--- src/rtl/id_ex_ctrl_pipe.sv ---
// Decode->execute->memory control pipeline: registers decode control into E and M,
// and resolves branch/jump direction in E to steer the fetch PC mux.
module id_ex_ctrl_pipe #(
    parameter int RESULT_SRC_W = 2,
    parameter int PCSRC_W      = 2
) (
    input  logic                    clk,
    input  logic                    rst,
    input  logic                    StallE,
    input  logic                    FlushE,
    input  logic                    RegWriteD,
    input  logic [RESULT_SRC_W-1:0] ResultSrcD,
    input  logic                    MemWriteD,
    input  logic                    JumpD,
    input  logic                    JalrD,
    input  logic                    BranchD,
    input  logic                    ALUSrcD,
    input  logic [2:0]              funct3D,
    input  logic                    ZeroE,
    input  logic                    LtE,
    input  logic                    LtuE,
    output logic                    RegWriteE,
    output logic [RESULT_SRC_W-1:0] ResultSrcE,
    output logic                    MemWriteE,
    output logic                    ALUSrcE,
    output logic [PCSRC_W-1:0]      PCSrcE,
    output logic                    ValidE,
    output logic                    RegWriteM,
    output logic [RESULT_SRC_W-1:0] ResultSrcM,
    output logic                    MemWriteM,
    output logic                    ValidM
);

    localparam logic [PCSRC_W-1:0] PCSRC_SEQ    = PCSRC_W'(0);
    localparam logic [PCSRC_W-1:0] PCSRC_TARGET = PCSRC_W'(1);
    localparam logic [PCSRC_W-1:0] PCSRC_JALR   = PCSRC_W'(2);

    typedef struct packed {
        logic                    valid;
        logic                    regwrite;
        logic [RESULT_SRC_W-1:0] resultsrc;
        logic                    memwrite;
        logic                    jump;
        logic                    jalr;
        logic                    branch;
        logic                    alusrc;
        logic [2:0]              funct3;
    } e_stage_t;

    typedef struct packed {
        logic                    valid;
        logic                    regwrite;
        logic [RESULT_SRC_W-1:0] resultsrc;
        logic                    memwrite;
    } m_stage_t;

    e_stage_t e_reg, e_next;
    m_stage_t m_reg, m_next;
    logic     branch_taken;

    // Flush beats stall: a bubble is loaded even while the hazard unit asks for a hold.
    always_comb begin
        e_next = e_reg;
        if (FlushE) begin
            e_next = '0;
        end else if (!StallE) begin
            e_next.valid     = 1'b1;
            e_next.regwrite  = RegWriteD;
            e_next.resultsrc = ResultSrcD;
            e_next.memwrite  = MemWriteD;
            e_next.jump      = JumpD;
            e_next.jalr      = JalrD;
            e_next.branch    = BranchD;
            e_next.alusrc    = ALUSrcD;
            e_next.funct3    = funct3D;
        end
    end

    // A held E instruction must not be duplicated into M; a flushed one has already
    // left E (the bubble replaces the younger decode instruction), so it advances.
    always_comb begin
        m_next = '0;
        if (FlushE || !StallE) begin
            m_next.valid     = e_reg.valid;
            m_next.regwrite  = e_reg.regwrite;
            m_next.resultsrc = e_reg.resultsrc;
            m_next.memwrite  = e_reg.memwrite;
        end
    end

    always_comb begin
        branch_taken = 1'b0;
        case (e_reg.funct3)
            3'b000:  branch_taken = ZeroE;
            3'b001:  branch_taken = !ZeroE;
            3'b100:  branch_taken = LtE;
            3'b101:  branch_taken = !LtE;
            3'b110:  branch_taken = LtuE;
            3'b111:  branch_taken = !LtuE;
            default: branch_taken = 1'b0;
        endcase
    end

    always_comb begin
        PCSrcE = PCSRC_SEQ;
        if (e_reg.valid) begin
            if (e_reg.jalr) begin
                PCSrcE = PCSRC_JALR;
            end else if (e_reg.jump || (e_reg.branch && branch_taken)) begin
                PCSrcE = PCSRC_TARGET;
            end
        end
    end

    always_ff @(posedge clk or negedge rst) begin
        if (!rst) begin
            e_reg <= '0;
            m_reg <= '0;
        end else begin
            e_reg <= e_next;
            m_reg <= m_next;
        end
    end

    assign RegWriteE  = e_reg.regwrite;
    assign ResultSrcE = e_reg.resultsrc;
    assign MemWriteE  = e_reg.memwrite;
    assign ALUSrcE    = e_reg.alusrc;
    assign ValidE     = e_reg.valid;
    assign RegWriteM  = m_reg.regwrite;
    assign ResultSrcM = m_reg.resultsrc;
    assign MemWriteM  = m_reg.memwrite;
    assign ValidM     = m_reg.valid;

endmodule

--- config.mk ---
export PLATFORM = sky130hd
export DESIGN_NAME = id_ex_ctrl_pipe
export DESIGN_NICKNAME = d
export VERILOG_FILES = /design/src/rtl/id_ex_ctrl_pipe.sv
export SDC_FILE = /design/constraint.sdc
export NUM_CORES = 1
export LEC_CHECK = 0
export CORE_AREA = 3 3 46 48
export DETAILED_ROUTE_END_ITERATION = 16
export DIE_AREA = 0 0 49 51
export PLACE_DENSITY = 0.76
export SKIP_CTS_REPAIR_TIMING = 1
export SYNTH_ARGS = -nofsm -noshare
export SYNTH_HDL_FRONTEND = slang
export SYNTH_SLANG_ARGS = --single-unit
export TNS_END_PERCENT = 100
--- constraint.sdc ---
create_clock -name clk -period 2.4 [get_ports clk]
set_input_delay 0.48 -clock clk [delete_from_list [all_inputs] [get_ports clk]]
set_output_delay 0.48 -clock clk [all_outputs]
set_load 0.1 [all_outputs]
* Yosys cells after proc, flatten, opt, wreduce, memory -nomap -nowiden *
Index checks and enable logic that the tools add are counted.
Widths: inputs -> output; s select.

cells by class
  add/subtract/negate cells = 0
  multiply operators = 0
  divide/modulo/power cells = 0
  magnitude comparators = 0
  eq/ne operators = 6
  shift-type cells = 0
  multiplexer cells = 7
  bitwise operators = 0
  reductions and logical operators = 8

operator list
  cell                count
  $mux 12             2
  $eq 3x3->1 const B  4
  $pmux 1 s6          1
  $mux 5              1
  $logic_not 1->1     4
  $mux 2              2
  $eq 3x1->1 const B  1
  $logic_not 3->1     1
  $logic_or 1x1->1    2
  $ne 2x1->1 const B  1
  $logic_and 1x1->1   1
  $mux 1              1

storage, ports and cells
  register bits = 17
  bits in latches = 0
  RAM bits = 0
  ROM bits = 0
  input bits = 18
  output and inout port bits = 13
  word-level logic and storage cells = 34
  memories = 0

* Longest topological paths before layout *
  depth in word-level cells = 7
  mapped depth = 3
  depth with buffers taken out = 3

* Least setup slack after synthesis *
OpenSTA, ideal clock, no wires.

  kind = reg-to-output
  start = register e_reg (netlist bit ValidE)
  end = output PCSrcE[0]
  arrival = 3025 ps
  required time = 1920 ps
  setup slack = -1105 ps
  cell stages (with the launch flop) = 3
  path buffers = 0
  cell sequence = dfrtp_1 -> inv_1 -> a2111oi_2

on the way
  cells in the longest elaborated chain, start to end = 1

RTL lines
  what                      RTL line  text
  start: declaration        57        e_stage_t e_reg, e_next;
  start signal: assignment  120       e_reg <= e_next;
  $mux 2                    106       if (e_reg.valid) begin
  end: declaration          26        output logic [PCSRC_W-1:0] PCSrcE,

Every way passes these cells.

* Worst setup path after layout *
  start = input LtuE
  end = output PCSrcE[0]

on the way
  cells in the longest elaborated chain, start to end = 7

RTL lines
  what                   RTL line  text
  start: declaration     21        input logic LtuE,
  $logic_not 1->1        99        3'b111: branch_taken = !LtuE;
  $pmux 1 s6 (*)         93        case (e_reg.funct3)
  $logic_and 1x1->1 (*)  109       end else if (e_reg.jump || (e_reg.branch && branch_taken)) begin
  $logic_or 1x1->1 (*)   109
  $mux 1 (*)             109
  $mux 2 (*)             107       if (e_reg.jalr) begin
  $mux 2 (*)             106

Every way passes the cells marked *; elsewhere a longest branch is shown, timed or not.

==> summary.md <==
| Metric | Value |
|---|---|
| Fraction of layout cells with a size suffix above 1 | `0.237` |
| CP Class | `primary input to primary output` |
| Die width | `49 um` |
| Finished Layout Cells | `around 120` |
| CTS tree | `done` |
| Hold Path Depth | `1` |
| Crit path max fanout | `1` |
| Mapped Area | `723 um^2` |
| Most common cell after layout, fill and taps aside | `dfrtp_1` |
| Peak VDD IR | `372 uV` |
| Antenna diodes | `0` |
| Reg2reg end | `e_reg[0]$_DFFE_PN0N_` |
| # rows | `15` |
| Register Area | `between 400 and 500 um^2` |
| Fillers | `151` |
| PortBufs | `30` |
| Setup crit end kind | `primary output` |
| Place WS | `-0.00133 ns` |
| Avg Cell Area, Syn | `between 10 and 15 um^2` |
| Iteration count of the initial detailed-routing pass | `4` |
| Via count | `roughly 540` |
| Req. time, crit path | `1.92 ns` |
| DIE AREA | `2500 um^2` |
| Multi-input logic area | `288 um^2` |
| IO Pins | `31` |
| Mapped Nets | `79` |
| Root Buffer | `clkbuf_4` |
| Post-synth top area share | `0.588` |
| Final WL | `1480 um` |
| Setup crit start kind | `primary input` |
| R2R depth | `2` |
| Tcrit/Tclk final | `0.979` |
| Initial Utilization | `0.414` |
| Hold Path Class | `register to register` |
| CTS H-tree lvls | `1` |
| Most frequent cells in the layout | `16 x dfrtp_1, 15 x clkdlybuf4s50_1, 14 x buf_4` |
| Post-synth cell types | `15` |
| Final WS setup | `roughly 0.051 ns` |
| Placed cells | `approximately 110` |
| Critical Path AT | `1.87 ns` |
| Max Cap Violations | `0` |
| CTS Buf Count | `3` |
| Die height | `51 um` |
| Total design power | `652 uW` |
| First-pass GRT wire length | `2500 um` |
| DRT iter0 DRCs | `9` |
| Reg-to-reg setup timing slack | `1.64 ns` |
| Vias per std cell | `between 4 and 5` |
| Clk_lat worst skew | `0.28 ns` |
| Initial antenna violation count | `0` |
| Status | `finished, final reports clean` |
| Routability Congestion | `between 0.7 and 0.8` |
| Pin count of the biggest net entering global routing | `18` |
| Fin nets | `112` |
| Area leader, netlist | `dfrtp_1` |
| Core Region | `1750 um^2` |
| Final setup fails | `0` |
| Clock buffer depth | `2` |
| Synthesis-to-finish area growth | `49.0%` |
| Tightest hold margin | `between 0.5 and 0.6 ns` |
| P_leak | `0.000547 uW` |
| Relative slew slack | `0.510` |
| Area contributors post-synth | `dfrtp_1 59%, mux2i_1 15%, nor2_1 6.7%, and2_1 5.2%, xor2_1 3.6%` |
| Worst-case hold path end point | `RegWriteM$_DFF_PN0_` |
| Clk slew on worst S/H paths | `0.10 ns` |
| Syn Inst Count | `61` |
| Vias in the first global route | `551` |
| ANT nets after route | `0` |
| Post-route DRC | `0` |
| Hold path startpoint | `RegWriteE$_DFFE_PN0N_` |
| WL/cell | `12.5 um` |
| Yosys warns | `0` |
| Worst-Margin Slew | `0.733 ns` |
| Final min period | `2.35 ns` |
| F_max | `426 MHz` |
| Grt ovf | `0` |
| Fin. max-slew vios | `0` |
| DP Wirelength | `1120 um` |
| Max reg flops | `6` |
| Pwr/cell area | `605 nW/um^2` |
| Synth Register Bits | `17` |
| RSZ-0062 raised after global routing | `false` |
| Post-route setup TNS | `0 ns` |
| Hold Violations, Final | `0` |
| Clk_skew | `0.000446 ns` |
| Clock Sinks | `17` |
| Total Routing Usage GR | `0.133` |
| Register area share after synthesis | `0.588` |
| R2r startpoint | `e_reg[0]$_DFFE_PN0N_` |
[cell usage after synthesis]
cell type / n
mux2i_1: 11
a21oi_1: 1
a2111oi_2: 1
and2b_1: 1
dfrtp_1: 17
buf_4: 2
and2_1: 6
xor2_1: 3
inv_1: 1
clkbuf_1: 1
a22oi_1: 1
a31oi_1: 1
nor2_1: 13
buf_2: 1
nand2b_1: 1
[critical path, stage by stage]
cell	delay, ns
clkdlybuf4s50_1	0.48
xor2_1	0.17
a31oi_1	0.14
a2111oi_4	0.37
buf_12	0.22
[cell type report]
class | instances | area share
Sequential cell | 17 | 0.396
Timing Repair Buffer | 32 | 0.279
Multi-Input combinational cell | 39 | 0.267
Tap cell | 25 | 0.0290
Clock buffer | 3 | 0.0209
Clock inverter | 1 | 0.00465
Inverter | 1 | 0.00348
[kinds of logic after synthesis]
group                  after synthesis  share of synthesized area
multiplexers                        11                      0.152
XOR/XNOR                             3                     0.0363
buffers and inverters                5                     0.0380
flip-flops                          17                      0.588
AO/OA/AOI/OAI                        4                     0.0467
AND/OR/NAND/NOR                     21                      0.138
[per-stage QoR]
stage | util | instance area, um^2
2_1_floorplan | - | 737
3_3_place_gp | 0.596 | 1040
3_5_place_dp | 0.596 | 1040
4_1_cts | 0.611 | 1070
5_1_grt | 0.617 | 1080
6_report | 0.617 | 1080
[report_power, final]
| group | switching, uW | internal (uW) |
|---|---|---|
| registers | 12.0 | 302 |
| clock network | 86.0 | 61.8 |
| logic | 126 | 63.5 |
| total | 224 | 428 |
[layer usage]
metal / wire length [um] / GRT usage / up-vias
li1: - / - / 262
met1: 676 / 0.164 / 251
met2: 693 / 0.208 / 21
met3: 91 / 0.0408 / 2
met4: 15 / 0.0711 / 0
met5: 0 / 0 / -
[how the worst max path moves through the flow]
| stage | from | to | slack (ns) | cells after the start |
|---|---|---|---|---|
| 3_3_place_gp | LtuE | PCSrcE[0] | 0.07 | 5 |
| 4_1_cts | LtuE | PCSrcE[0] | -0.009 | 5 |
| 2_1_floorplan | LtuE | PCSrcE[0] | -0.04 | 3 |
| 5_1_grt | LtuE | PCSrcE[0] | 0.005 | 5 |
| 6_report | LtuE | PCSrcE[0] | 0.05 | 5 |
| 3_5_place_dp | LtuE | PCSrcE[0] | -0.001 | 5 |
Note: power is estimated with default switching activity, not from simulation.
